<file path="src/rtl/cbfp1_shift_detect.sv">
// CBFP stage-1 block-exponent detector: buffers blocks of complex samples in
// ping-pong banks and replays each block tagged with its minimum redundant-sign-bit count.
module cbfp1_shift_detect #(
  parameter int unsigned INPUT_WIDTH = 25,
  parameter int unsigned SHIFT_WIDTH = 5,
  parameter int unsigned BLOCK_LEN   = 16
) (
  input  logic                   clk,
  input  logic                   rst,
  input  logic                   in_valid,
  input  logic [INPUT_WIDTH-1:0] in_re,
  input  logic [INPUT_WIDTH-1:0] in_im,
  output logic                   out_valid,
  output logic [INPUT_WIDTH-1:0] out_re,
  output logic [INPUT_WIDTH-1:0] out_im,
  output logic [SHIFT_WIDTH-1:0] out_shift,
  output logic                   out_first,
  output logic                   out_last
);

  localparam int unsigned CNT_W = $clog2(BLOCK_LEN);
  localparam logic [CNT_W-1:0] LAST = CNT_W'(BLOCK_LEN - 1);
  localparam logic [SHIFT_WIDTH-1:0] RSB_MAX = SHIFT_WIDTH'(INPUT_WIDTH - 1);

  typedef enum logic {S_IDLE, S_READ} state_t;

  // Redundant sign bits: run of bits directly below the MSB that equal the MSB.
  function automatic logic [SHIFT_WIDTH-1:0] rsb(input logic [INPUT_WIDTH-1:0] x);
    logic [INPUT_WIDTH-1:0] t;
    logic                   done;
    int unsigned            n;
    done = 1'b0;
    n    = 0;
    for (int unsigned i = 1; i < INPUT_WIDTH; i++) begin
      t = x << i;
      if (!done && (t[INPUT_WIDTH-1] == x[INPUT_WIDTH-1])) n++;
      else done = 1'b1;
    end
    return SHIFT_WIDTH'(n);
  endfunction

  logic [2*INPUT_WIDTH-1:0] mem [2*BLOCK_LEN];

  logic [CNT_W-1:0]       wr_cnt;
  logic                   wr_bank;
  logic [SHIFT_WIDTH-1:0] run_min;
  logic [CNT_W-1:0]       rd_cnt;
  logic                   rd_bank;
  logic [SHIFT_WIDTH-1:0] rd_shift;
  state_t                 state, state_next;
  logic                   rd_start;

  logic [SHIFT_WIDTH-1:0] rsb_re, rsb_im, smp_min, blk_min;
  logic                   blk_done;
  logic [2*INPUT_WIDTH-1:0] rd_word;

  assign rsb_re   = rsb(in_re);
  assign rsb_im   = rsb(in_im);
  assign smp_min  = (rsb_re < rsb_im) ? rsb_re : rsb_im;
  assign blk_min  = (smp_min < run_min) ? smp_min : run_min;
  assign blk_done = in_valid && (wr_cnt == LAST);
  assign rd_word  = mem[{rd_bank, rd_cnt}];

  always_ff @(posedge clk) begin
    if (in_valid) mem[{wr_bank, wr_cnt}] <= {in_re, in_im};
  end

  always_ff @(posedge clk or posedge rst) begin
    if (rst) begin
      wr_cnt  <= '0;
      wr_bank <= 1'b0;
      run_min <= RSB_MAX;
    end else if (in_valid) begin
      if (blk_done) begin
        wr_cnt  <= '0;
        wr_bank <= ~wr_bank;
        run_min <= RSB_MAX;
      end else begin
        wr_cnt  <= wr_cnt + 1'b1;
        run_min <= blk_min;
      end
    end
  end

  always_comb begin
    state_next = state;
    rd_start   = 1'b0;
    unique case (state)
      S_IDLE: begin
        if (blk_done) begin
          state_next = S_READ;
          rd_start   = 1'b1;
        end
      end
      S_READ: begin
        if (rd_cnt == LAST) begin
          if (blk_done) rd_start = 1'b1;
          else          state_next = S_IDLE;
        end
      end
      default: state_next = S_IDLE;
    endcase
  end

  // The exponent and source bank are captured at the request so a following
  // block can complete on the final read cycle without disturbing this replay.
  always_ff @(posedge clk or posedge rst) begin
    if (rst) begin
      state    <= S_IDLE;
      rd_cnt   <= '0;
      rd_bank  <= 1'b0;
      rd_shift <= '0;
    end else begin
      state <= state_next;
      if (rd_start) begin
        rd_cnt   <= '0;
        rd_bank  <= wr_bank;
        rd_shift <= blk_min;
      end else if (state == S_READ) begin
        rd_cnt <= rd_cnt + 1'b1;
      end
    end
  end

  always_ff @(posedge clk or posedge rst) begin
    if (rst) begin
      out_valid <= 1'b0;
      out_re    <= '0;
      out_im    <= '0;
      out_shift <= '0;
      out_first <= 1'b0;
      out_last  <= 1'b0;
    end else if (state == S_READ) begin
      out_valid <= 1'b1;
      out_re    <= rd_word[2*INPUT_WIDTH-1:INPUT_WIDTH];
      out_im    <= rd_word[INPUT_WIDTH-1:0];
      out_shift <= rd_shift;
      out_first <= (rd_cnt == '0);
      out_last  <= (rd_cnt == LAST);
    end else begin
      out_valid <= 1'b0;
      out_re    <= '0;
      out_im    <= '0;
      out_shift <= '0;
      out_first <= 1'b0;
      out_last  <= 1'b0;
    end
  end

  a_no_overrun: assert property (@(posedge clk) disable iff (rst)
    !(blk_done && (state == S_READ) && (rd_cnt != LAST)));

endmodule

</file>
<file path="config.mk">
export PLATFORM = sky130hd
export DESIGN_NAME = cbfp1_shift_detect
export DESIGN_NICKNAME = d
export VERILOG_FILES = /design/src/rtl/cbfp1_shift_detect.sv
export SDC_FILE = /design/constraint.sdc
export NUM_CORES = 2
export LEC_CHECK = 0
export CAP_MARGIN = 10
export CORE_ASPECT_RATIO = 0.75
export CORE_MARGIN = 5
export CORE_UTILIZATION = 55
export CTS_BUF_LIST = sky130_fd_sc_hd__clkbuf_4
export DETAILED_ROUTE_END_ITERATION = 12
export PLACE_DENSITY = 0.79
export SYNTH_ARGS = -nofsm -noshare
export SYNTH_HDL_FRONTEND = slang
export SYNTH_SLANG_ARGS = --single-unit
</file>
<file path="constraint.sdc">
create_clock -name clk -period 4.62 [get_ports clk]
set_input_delay 0.693 -clock clk [delete_from_list [all_inputs] [get_ports clk]]
set_output_delay 0.693 -clock clk [all_outputs]
set_load 0.01 [all_outputs]
</file>
==> results.yml <==
outcome:
  outcome: "finished, violations left"
  violations: "negative setup slack"
drt:
  dr.pass1.iters: 5
  num_vias: 40500
  ant_nets: 0
  drt_iter0_markers: 5946
  routed_wl_microns: 188000
  wl_per_cell_microns: 29.5
  drc_errors: 0
  via_per_inst: 6.33
yosys:
  synthesis.area_per_instance_sq_um: 19.8
  syn-num-nets: 3621
  synth-compound-area-share_pct: 2.69
  synth_area_sq_um: 69600
  yosys.cell_types.count: 89
  ys.flop_type: "edfxtp_1"
  synthSimpleGateAreaFrac_pct: 3.71
  synth_seq_cells: 1679
  synthMuxAreaShare_pct: 17.6
  synth_area_leader_cell: "edfxtp_1"
  synth-edff-count: 1600
  synth_xor_area_share_pct: 1.67
  ys_seq_area_share_pct: 71.9
  synthAdderAreaFrac_pct: 1.14
  synthTopCellsByArea: "edfxtp_1 (69%), mux4_2 (16%), dfrtp_1 (2.8%)"
  synth_top_family_by_area: "multiplexers"
  synthDominantCellAreaShare_pct: 69.0
  async_flop_share_pct: 4.71
  ys_warn_count: 0
  synthCells: 3511
global_routing:
  grt_antenna_before_repair: 8
  grt_start_max_net_pins: 81
  grt_pass1_wl_microns: 272000
  track_usage_pct: 28.2
  first_global_vias: 40900
  grt-ovfl-total: 0
critical_path:
  worst_path_max_delay_cell: "ha_1"
  r2r-end: "out_re[24]"
  worstReg2RegStart: "rd_cnt[0]"
  slowest_delay_ns: 0.33
  startpoint_type: "input port"
  worst_ep_required_time_ns: 5.73
  reg2reg_depth: 5
  endpoint_kind: "flip-flop"
  worstSetupPathType: "in2reg"
  startpoint: "in_im[22]"
  cp_common_cell: "a21oi_2"
  path_max_fanout: 5
  crit_arrival_ns: 12.13
  r2r_setup_slack_ns: 1.32
floorplanning:
  die_h_microns: 318
  die_x_microns: 421
  core_sq_um: 126000
  die_area_sq_um: 134000
  io_pins: 111
  initial_core_util_pct: 55.2
  num_rows: 113
clock_network:
  cts_buffers: 397
  cts.sinks: 1679
  path_clk_slew_ns: 0.08
  cts_tree: "done"
  cts_max_level: 5
  root_buffer: "clkbuf_4"
  clk_latency_ns: 1.31
  cts_buffer_depth: 4
min_path:
  worstHoldPathType: "in2reg"
  hold_start: "in_re[23]"
  whs_path_depth: 3
  holdPathEnd: "mem[29][48]"
placed_design:
  gp_congestion: 0.887
  place_hpwl_microns: 106000
  place_inst: 5686
  portBuffers: 110
timing:
  fin_ws_ns: -6.40
  final-hold-violation-count: 0
  fin_crit_sh_pct: 239
  setup-violations-final: 10
  worst_slew_margin_rel_pct: 30.2
  finClkSkew_ns: 0.120
  max_freq_ghz: 0.0907
  drv_slew: 0
  min_period_ns: 11.02
  grt_setup_unrepaired: "yes"
  setup_total_negative_slack_ns: -63.33
  worst_slew_pin_slew_ns: 1.05
job:
  drv_cap: 0
final_layout:
  nNetsFinal: 4556
  utilization_pct: 66.0
  mostFrequentLayoutCells: "edfxtp_1 (1,600), clkbuf_4 (591), buf_4 (534)"
  area_growth_pct: 19.6
  drive_above_1_share_pct: 40.2
  layout_commonest_cell: "edfxtp_1"
  final_cells: 6398
power_and_ir_drop:
  max-vdd-ir-drop_mv: 0.324
  power.density_nw_per_um2: 504
  p_leak_nw: 28.4
  p_total_mw: 42.0
## worst max-delay path: cells and delay by family
family	cells	cell delay (ns)
fa+ha+maj	13	3.66
compound gates	23	3.34
mux	9	1.80
simple gates	16	1.74
xor+xnor	3	0.55
buf+inv	3	0.36
## per-layer routing
metal  track usage (%)  part of all wire, %  vias to the layer above
met5                 0               0.0058                        -
met3              6.71                   14                      348
met4              9.54                  2.8                        2
li1                  -                    -                    16600
met2              42.9                   47                     2961
met1              41.0                   37                    20600
## cell families (layout without fill, tap and decap cells)
kind of cell | after synthesis | in the layout
AO/OA/AOI/OAI | 289 | 289
XOR/XNOR | 107 | 107
AND/OR/NAND/NOR | 543 | 543
adder cells (fa/ha/maj) | 65 | 65
flip-flops | 1679 | 1679
other | 0 | 4
buffers and inverters | 229 | 1445
multiplexers | 599 | 599
## stage by stage
stage / worst slack, ns / area, sq um / hold slack [ns]
finish: -6.40 / 83200 / 0.0549
global route: -6.90 / 83200 / 0.0238
CTS: -6.45 / 82700 / 0.0200
detailed placement: -8.23 / 77600 / 0.483
global placement: -7.98 / 77600 / 0.501
floorplan: -7.24 / 69900 / 0.393
## cell usage after synthesis, types with 21 or more instances
master,count
nor2_1,190
nor3_1,21
ha_1,57
clkbuf_1,125
xnor2_1,54
edfxtp_1,1600
nand3_1,52
mux4_2,500
xor2_1,36
inv_1,52
buf_1,43
mux2_2,22
or3_1,25
o21ai_0,61
nand2_1,141
a21oi_1,87
mux2i_1,77
dfrtp_1,77
## cell type report
| cell class | instances | area (sq um) |
|---|---|---|
| repair buffers | 712 | 6350 |
| fillers | 8089 | 42900 |
| diodes | 4 | 10.0 |
| clock inverters | 89 | 479 |
| multi-input cells | 1603 | 19600 |
| inverters | 53 | 208 |
| well taps | 1667 | 2090 |
| flip-flops and latches | 1679 | 50000 |
| clock buffers | 591 | 4440 |
## flip-flops by register name, summed over array words and instances (netlist names)
register,cells
mem,1600
out_first,1
out_im,25
out_last,1
out_re,25
out_shift,5
out_valid,1
rd_bank,1
rd_cnt,4
rd_shift,5
run_min,5
state,1
wr_bank,1
wr_cnt,4
## worst max path at each step
stage,cells after the start,end
after global routing,66,rd_shift[1]
after global placement,66,rd_shift[1]
after CTS,66,rd_shift[1]
final,67,rd_shift[1]
after detailed placement,68,run_min[4]
after floorplan,67,rd_shift[1]
## power by group
group / switching (mW) / total (mW) / internal [mW]
Combinational: 5.78 / 11.8 / 6.01
Clock: 5.69 / 11.8 / 6.09
Sequential: 0.782 / 18.4 / 17.6
Total: 12.3 / 42.0 / 29.7
## repair_timing
item | 4_1_cts | 5_1_grt
setup buffers | 4 | 19
hold buffers | 4 | 2
gates cloned | 0 | 1
setup endpoints to repair | 10 | 10
pin swaps | 20 | 70
gates resized for setup | 22 | 107
endpoints found under the hold margin | 27 | 53
No activity file was read; power rests on OpenSTA's default activity.
